[src/rtl/mem_arbiter_pkg.sv]
// mem_arbiter_pkg: shared encodings for the main-memory arbiter.
//   arb_state_e : arbiter FSM states (2-bit)
//   arb_port_e  : requester IDs (icache / dcache)
//   rr_pick     : round-robin winner selection
package mem_arbiter_pkg;

    typedef enum logic [1:0] {
        ArbIdle  = 2'd0,
        ArbBusyI = 2'd1,
        ArbBusyD = 2'd2,
        ArbCool  = 2'd3
    } arb_state_e;

    typedef enum logic {
        ArbPortI = 1'b0,
        ArbPortD = 1'b1
    } arb_port_e;

    // A lone requester always wins; on a tie the port that did not win last time goes.
    function automatic arb_port_e rr_pick(input logic ic_req, input logic dc_req,
                                          input arb_port_e last);
        arb_port_e win;
        if (ic_req && dc_req) begin
            win = (last == ArbPortD) ? ArbPortI : ArbPortD;
        end else if (ic_req) begin
            win = ArbPortI;
        end else begin
            win = ArbPortD;
        end
        return win;
    endfunction

endpackage

[src/rtl/mem_arbiter.sv]
// mem_arbiter: shares one LINE_W-wide main-memory port between the icache controller
// (read-only) and the dcache controller (read/write). Round-robin, one transaction in
// flight, one dead cycle after every completion.
//
// Ports:
//   clk_i, rst_i                 clock, synchronous active-high reset
//   ic_enable_i/ic_addr_i        icache request (held until ic_ack_o)
//   ic_data_o/ic_ack_o           icache read data / one-cycle completion pulse
//   dc_enable_i/dc_write_i       dcache request / write flag (held until dc_ack_o)
//   dc_addr_i/dc_data_i          dcache address / write data
//   dc_data_o/dc_ack_o           dcache read data / one-cycle completion pulse
//   mem_enable_o/mem_write_o     memory request / write, straight from flops
//   mem_addr_o/mem_data_o        latched address / write data
//   mem_data_i/mem_ack_i         memory read data / completion pulse
module mem_arbiter
    import mem_arbiter_pkg::*;
#(
    parameter int unsigned ADDR_W = 32,
    parameter int unsigned LINE_W = 256
) (
    input  logic              clk_i,
    input  logic              rst_i,

    input  logic              ic_enable_i,
    input  logic [ADDR_W-1:0] ic_addr_i,
    output logic [LINE_W-1:0] ic_data_o,
    output logic              ic_ack_o,

    input  logic              dc_enable_i,
    input  logic              dc_write_i,
    input  logic [ADDR_W-1:0] dc_addr_i,
    input  logic [LINE_W-1:0] dc_data_i,
    output logic [LINE_W-1:0] dc_data_o,
    output logic              dc_ack_o,

    output logic              mem_enable_o,
    output logic              mem_write_o,
    output logic [ADDR_W-1:0] mem_addr_o,
    output logic [LINE_W-1:0] mem_data_o,
    input  logic [LINE_W-1:0] mem_data_i,
    input  logic              mem_ack_i
);

    arb_state_e        state_q;
    arb_port_e         last_grant_q;
    logic              mem_write_q;
    logic [ADDR_W-1:0] mem_addr_q;
    logic [LINE_W-1:0] mem_data_q;

    logic              any_req;
    arb_port_e         winner;

    always_comb begin
        any_req = ic_enable_i | dc_enable_i;
        winner  = rr_pick(ic_enable_i, dc_enable_i, last_grant_q);
    end

    always_ff @(posedge clk_i) begin
        if (rst_i) begin
            state_q      <= ArbIdle;
            last_grant_q <= ArbPortD;
            mem_write_q  <= 1'b0;
            mem_addr_q   <= '0;
            mem_data_q   <= '0;
        end else begin
            case (state_q)
                ArbIdle: begin
                    if (any_req) begin
                        last_grant_q <= winner;
                        if (winner == ArbPortD) begin
                            state_q     <= ArbBusyD;
                            mem_addr_q  <= dc_addr_i;
                            mem_data_q  <= dc_data_i;
                            mem_write_q <= dc_write_i;
                        end else begin
                            // icache reads leave the write-data flops untouched
                            state_q     <= ArbBusyI;
                            mem_addr_q  <= ic_addr_i;
                            mem_write_q <= 1'b0;
                        end
                    end
                end
                ArbBusyI, ArbBusyD: begin
                    if (mem_ack_i) begin
                        state_q <= ArbCool;
                    end
                end
                // Dead cycle: enables are ignored so a requester that drops its enable
                // one cycle late is not granted again.
                ArbCool: state_q <= ArbIdle;
                default: state_q <= ArbIdle;
            endcase
        end
    end

    always_comb begin
        mem_enable_o = (state_q == ArbBusyI) || (state_q == ArbBusyD);
        mem_write_o  = mem_write_q;
        mem_addr_o   = mem_addr_q;
        mem_data_o   = mem_data_q;
        // Completion is routed only to the port that owns the transaction.
        ic_ack_o     = (state_q == ArbBusyI) && mem_ack_i;
        dc_ack_o     = (state_q == ArbBusyD) && mem_ack_i;
        ic_data_o    = mem_data_i;
        dc_data_o    = mem_data_i;
    end

endmodule
[config.mk]
export PLATFORM = sky130hd
export DESIGN_NAME = mem_arbiter
export DESIGN_NICKNAME = d
export VERILOG_FILES = /design/src/rtl/mem_arbiter_pkg.sv /design/src/rtl/mem_arbiter.sv
export SDC_FILE = /design/constraint.sdc
export NUM_CORES = 1
export LEC_CHECK = 0
export BUFFER_PORTS_ARGS = -buffer_cell sky130_fd_sc_hd__buf_2
export CORE_AREA = 2 2 539 541
export DETAILED_ROUTE_END_ITERATION = 7
export DIE_AREA = 0 0 541 543
export GPL_TIMING_DRIVEN = 0
export PLACE_DENSITY = 0.3
export SLEW_MARGIN = 20
export SYNTH_ARGS = -nofsm -noshare
export SYNTH_HDL_FRONTEND = slang
export SYNTH_SLANG_ARGS = --single-unit
[constraint.sdc]
create_clock -name clk_i -period 2.2 [get_ports clk_i]
set_input_delay 0.22 -clock clk_i [delete_from_list [all_inputs] [get_ports clk_i]]
set_output_delay 0.22 -clock clk_i [all_outputs]
set_load 0.01 [all_outputs]
==> results.tsv, run 1 <==
stage	metric	value	unit
yosys	syn_area	16100	sq um
clocking	cts-buffers-inserted	43	
power	ir_worst_vdd	0.522	mV
yosys	synthArstFlopShare	0	
yosys	ys_seq_area_frac	0.363	
route	drt-total-wl	171000	um
worst_setup_path	cp.arrival	2.58	ns
finish	syn2layout_area_growth	95.4	%
route	dr.pass1.iters	5	
grt	grtUsageTotal	0.110	
outcome	status	completed	
timing	tightest_slew	0.865	ns
yosys	yosys.area.top_type	dfxtp_1	
floorplan	design.die.area	294000	sq um
yosys	synth_edf_count	0	
grt	grt_pass1_wl	210000	um
timing	slew_viol_final	0	
route	drc	0	
worst_setup_path	crit_type	reg -> reg	
grt	antenna_found_initial	63	
floorplan	initial_core_util	0.0560	
timing	slew_headroom	0.423	
placed_design	dpl-instance-area	26600	sq um
yosys	synth_nets	2515	
grt	grt_max_degree	13	
route	ant_nets	0	
timing	fin_crit	2.01	ns
yosys	yosys_warnings	0	
worst_setup_path	reg2reg_from	state_q[0]$_SDFFE_PP0P_	
power	p_leak	13.3	nW
yosys	avgSynthCellArea	8.35	sq um
timing	setup-violations-final	0	
yosys	yosysTopAreaCellShare	0.363	
clocking	cts_max_path_buffers	3	
route	met2_length	80300	um
worst_setup_path	crit_path_start_kind	register	
yosys	synth_seq_cells	292	
yosys	synthTopCellsByArea	dfxtp_1, buf_4, o211ai_1, o21ai_0, a21oi_1	
route	top_layer	met5	
floorplan	die_x	541	um
clocking	cts-root-buf	clkbuf_16	
worst_hold_path	min_path_type	in -> reg	
floorplan	die_h	543	um
clocking	cts_tree	yes	
worst_setup_path	cp-end-kind	register	
yosys	synthTopCellsByCount	buf_4, dfxtp_1, o21ai_0	
placed_design	hpwlAfterDp	150000	um
clocking	h-tree-depth	2	
yosys	synthFlopType	dfxtp_1	
timing	rsz0062_at_grt	no	
clocking	clk_latency	0.66	ns
route	viasPerCell	2.83	
yosys	yosys.cell_count.top_type	buf_4	
finish	stdcell_area	31500	sq um
finish	drive_gt1_frac	0.523	
floorplan	core	287000	sq um
power	power_density	826	nW/um^2
route	num_vias	20600	
worst_setup_path	crit_fanout	10	
route	met3WireLength	21800	um
worst_hold_path	holdCritStartpoint	mem_ack_i	
yosys	synthCells	1929	
placed_design	io_buffers	1128	
timing	finalSetupTns	0	ns
clocking	cts.clk_slew.worst_paths	0.05	ns
clocking	post-cts-setup-buffers	0	
grt	grt_pass1_vias	20400	
timing	period_share	0.912	
placed_design	place.gp.congestion	1.02	
run	cap_violations	0	
finish	final_nets	4013	
worst_setup_path	worstSetupStartpoint	state_q[0]$_SDFFE_PP0P_	
timing	finClkSkew	0.0292	ns
timing	hold_slack	0.0798	ns
route	dr.first_iter.drc_count	1088	
grt	grt_overflow	0	
worst_setup_path	cp.required	2.77	ns
clocking	clock-sinks	292	
yosys	synth.distinct_cells	28	
route	drt-met1-wl	61900	um
route	wire_per_inst	23.4	um
timing	clock.fmax	498	MHz
floorplan	ioPinCount	1386	
timing	finalHoldViolations	0	
floorplan	rows	197	
finish	nFillCells	33500	
## final timing paths
path | endpoint | slack [ns] | depth (start not counted)
worst max-delay path | mem_data_o[160]$_SDFFE_PP0P_ | 0.19 | 8
worst min-delay path | state_q[0]$_SDFFE_PP0P_ | 0.08 | 4
worst max register to register | mem_data_o[160]$_SDFFE_PP0P_ | 0.19 | 8
worst min register to register | mem_data_o[116]$_SDFFE_PP0P_ | 0.47 | 2
## per-layer routing
metal	up-vias	track usage
met5	-	0
met4	16	0.0392
met3	204	0.0584
met2	1186	0.187
met1	9753	0.114
li1	9448	-
## cells in the final DEF, fill, tap and decap left out, types with 4 or more instances in the layout
cell / n
diode_2: 36
clkbuf_1: 109
dlygate4sd3_1: 321
buf_12: 4
o21ai_1: 7
and2_1: 4
o21ai_0: 282
clkbuf_16: 43
o211ai_1: 257
clkbuf_2: 17
buf_2: 1158
buf_6: 19
nand3_1: 32
a311oi_1: 31
clkbuf_8: 16
a21oi_1: 258
ha_1: 4
nor2_1: 35
dfxtp_1: 292
clkinv_2: 6
buf_4: 532
## cell type report
cell class	instances	area [sq um]	area share
clock inverter	15	193	0.00612
clock buffer	63	1290	0.0410
timing repair buffer	1453	8960	0.285
antenna	36	90.1	0.00286
sequential	292	5850	0.186
inverter	3	11.3	0.000358
tap	3781	4730	0.150
multi-input combinational	925	5420	0.172
buffer	709	4930	0.157
## critical path, stage by stage, from the launching register on
cell and delay [ns]:
dfxtp_1 0.31, inv_1 0.13, ha_1 0.31, o21a_1 0.16, buf_4 0.21, buf_12 0.24
buf_6 0.19, o211ai_1 0.18, a21oi_1 0.16
## cell families after synthesis
family,after synthesis,share of synthesized area
simple gates,79,0.0224
compound gates,841,0.310
fa+ha+maj,4,0.00311
buf+inv,712,0.301
mux,1,0.000621
flops,292,0.363
## metrics by stage
| stage | utilization | setup WS (ns) | total power [mW] | std cells |
|---|---|---|---|---|
| global route | 0.109 | 0.00243 | 27.8 | 7259 |
| global placement | 0.0921 | -1.49 | 18.4 | 6838 |
| detailed placement | 0.0925 | -0.837 | 18.4 | 6842 |
| finish | 0.110 | 0.193 | 26.0 | 7277 |
| floorplan | - | 0.662 | 12.0 | 1929 |
| CTS | 0.109 | 0.0314 | 26.9 | 7241 |
## report_power, final
part / switching (mW) / leakage [nW] / internal [mW]
logic: 7.45 / 10.2 / 3.96
clock network: 3.13 / 0.732 / 4.43
registers: 0.641 / 2.39 / 6.38
## flip-flops by register name, summed over array words and instances (netlist names)
signal and flops:
last_grant_q 1, mem_addr_o 32, mem_data_o 256, mem_write_o 1
state_q 2
## repair_timing
action	in CTS	in global routing
hold buffers	321	0
pin swaps	0	0
endpoints found under the setup margin	237	57
endpoints found under the hold margin	289	0
resized for setup	16	27
No activity file was read; power rests on OpenSTA's default activity.
==> inputs of run 2 (changes only) <==
BUFFER_PORTS_ARGS = not set   (was -buffer_cell sky130_fd_sc_hd__buf_2)
CORE_AREA = 2 2 536 538   (was 2 2 539 541)
DIE_AREA = 0 0 538 540   (was 0 0 541 543)
DONT_BUFFER_PORTS = 1   (was not set)
SKIP_CTS_REPAIR_TIMING = 1   (was not set)
==> run 2 against run 1 <==
Global-route usage decreased by 0.24 points. Cell count shrank 16%. Utilization is 1.9 points lower. First-iteration DRC count is 1.8% higher.
==> results.tsv, run 2 (synthesis gave the netlist of run 1 again) <==
stage	metric	value	unit	change
floorplan	core	284000	sq um	was 287,000 sq um
finish	final_common_cell	buf_4		was buf_2
floorplan	rows	196		was 197
timing	finalHoldViolations	0		unchanged
grt	grt_overflow	0		unchanged
timing	slew_viol_final	0		unchanged
run	cap_violations	0		unchanged
placed_design	place.gp.congestion	1.08		was 1.02
route	viasPerCell	2.75		was 2.83
clocking	cts.clk_slew.worst_paths	0.06	ns	was 0.05 ns
worst_setup_path	cp-end-kind	register		unchanged
timing	period_share	0.943		was 0.912
grt	grt_pass1_vias	14400		was 20,400
worst_setup_path	reg2reg_from	last_grant_q$_SDFFE_PP1P_		was state_q[0]$_SDFFE_PP0P_
timing	tightest_slew	0.865	ns	about the same
power	power.total	24.6	mW	was 26.0 mW
clocking	cts_tree	yes		unchanged
timing	rsz0062_at_grt	yes		was no
finish	syn2layout_area_growth	60.6	%	was 95.4%
clocking	cts_max_path_buffers	3		unchanged
worst_setup_path	crit_path_start_kind	register		unchanged
timing	layout_setup_ws	0.125	ns	was 0.193 ns
floorplan	die_x	538	um	was 541 um
timing	setup-violations-final	0		unchanged
outcome	status	completed		unchanged
placed_design	dpl-instance-area	20900	sq um	was 26,600 sq um
route	dr.pass1.iters	5		unchanged
floorplan	initial_core_util	0.0566		was 0.0560
floorplan	die_h	540	um	was 543 um
clocking	cts-root-buf	clkbuf_16		unchanged
finish	largest_reg_flops	256		unchanged
placed_design	post-place-ws	-0.743	ns	was -0.837 ns
placed_design	io_buffers	0		was 1,128
floorplan	design.die.area	291000	sq um	was 294,000 sq um
worst_hold_path	holdCritStartpoint	dc_enable_i		was mem_ack_i
finish	multi_input_area	5440	sq um	was 5420 sq um
power	ir_worst_vdd	0.558	mV	was 0.522 mV
timing	clock.fmax	482	MHz	was 498 MHz
clocking	h-tree-depth	2		unchanged
worst_setup_path	crit_type	reg -> reg		unchanged
finish	final_cell_mix	buf_4, dlygate4sd3_1, dfxtp_1		was buf_2, buf_4, dlygate4sd3_1
finish	seqCellArea	5850	sq um	unchanged
timing	slew_headroom	0.424		was 0.423
route	ant_nets	0		unchanged
timing	finClkSkew	0.0407	ns	was 0.0292 ns
worst_setup_path	cp.required	2.77	ns	about the same
grt	grt_max_degree	13		unchanged
grt	grtUsageTotal	0.107		was 0.110
route	drt-total-wl	166000	um	was 171,000 um
power	power_density	949	nW/um^2	was 826 nW/um^2
finish	final_nets	2894		was 4,013
route	dr.first_iter.drc_count	1108		was 1,088
clocking	clock-sinks	292		unchanged
route	wire_per_inst	27.0	um	was 23.4 um
worst_setup_path	crit_fanout	10		unchanged
finish	drive_gt1_frac	0.297		was 0.523
clocking	clk_latency	0.67	ns	was 0.66 ns
power	p_leak	8.56	nW	was 13.3 nW
route	drc	0		unchanged
grt	antenna_found_initial	79		was 63
placed_design	hpwlAfterDp	146000	um	was 150,000 um
clocking	cts-buffers-inserted	43		unchanged
worst_setup_path	worstSetupStartpoint	last_grant_q$_SDFFE_PP1P_		was state_q[0]$_SDFFE_PP0P_
floorplan	ioPinCount	1386		unchanged
route	num_vias	16900		was 20,600
finish	stdcell_area	25900	sq um	was 31,500 sq um
worst_hold_path	min_path_type	in -> reg		unchanged
timing	fin_crit	2.07	ns	was 2.01 ns
grt	grt_pass1_wl	194000	um	was 210,000 um
worst_setup_path	cp.arrival	2.65	ns	was 2.58 ns
finish	nFillCells	33200		was 33,500
[run 2: final timing paths]
path | endpoint | slack [ns] | depth (start not counted)
max | mem_data_o[155]$_SDFFE_PP0P_ | 0.13 | 6
min reg2reg | state_q[1]$_SDFFE_PP0P_ | 0.50 | 2
max reg2reg | mem_data_o[155]$_SDFFE_PP0P_ | 0.13 | 6
min | mem_write_o$_SDFFE_PP0P_ | 0.01 | 3
[run 2: area by class of cell]
cell class / count / area share
multi-input cells: 925 / 0.210
well taps: 3762 / 0.182
flip-flops and latches: 292 / 0.226
repair buffers: 334 / 0.131
clock buffers: 56 / 0.0454
clock inverters: 18 / 0.00938
plain buffers: 709 / 0.191
diodes: 42 / 0.00406
inverters: 3 / 0.000435
[run 2: where the power goes]
group | switching, mW | total [mW] | internal, mW
registers | 2.99 | 9.36 | 6.38
clock network | 3.13 | 7.36 | 4.24
logic | 4.91 | 7.83 | 2.92
[run 2: worst max-delay path, cell delays in order (launching register included)]
cell      delay [ns]
dfxtp_1         0.33
nor2b_1         0.14
buf_6           0.37
buf_6           0.30
buf_2           0.32
o211ai_1        0.27
a21oi_1         0.20
[run 2: layer usage]
metal	track usage	routed length [um]
met5	0	231
met1	0.101	53200
met2	0.182	78600
met3	0.0674	25300
met4	0.0513	8760
[run 2: stage by stage]
step | std cells | hold slack (ns) | TNS (ns) | utilization
2_1_floorplan | 1929 | 0.389 | 0 | -
3_3_place_gp | 5691 | 0.397 | -312.45 | 0.0732
3_5_place_dp | 5695 | 0.400 | -138.56 | 0.0735
4_1_cts | 5769 | -0.384 | -154.83 | 0.0785
5_1_grt | 6121 | 0.0137 | -0.0305 | 0.0908
6_report | 6141 | 0.00968 | 0 | 0.0910
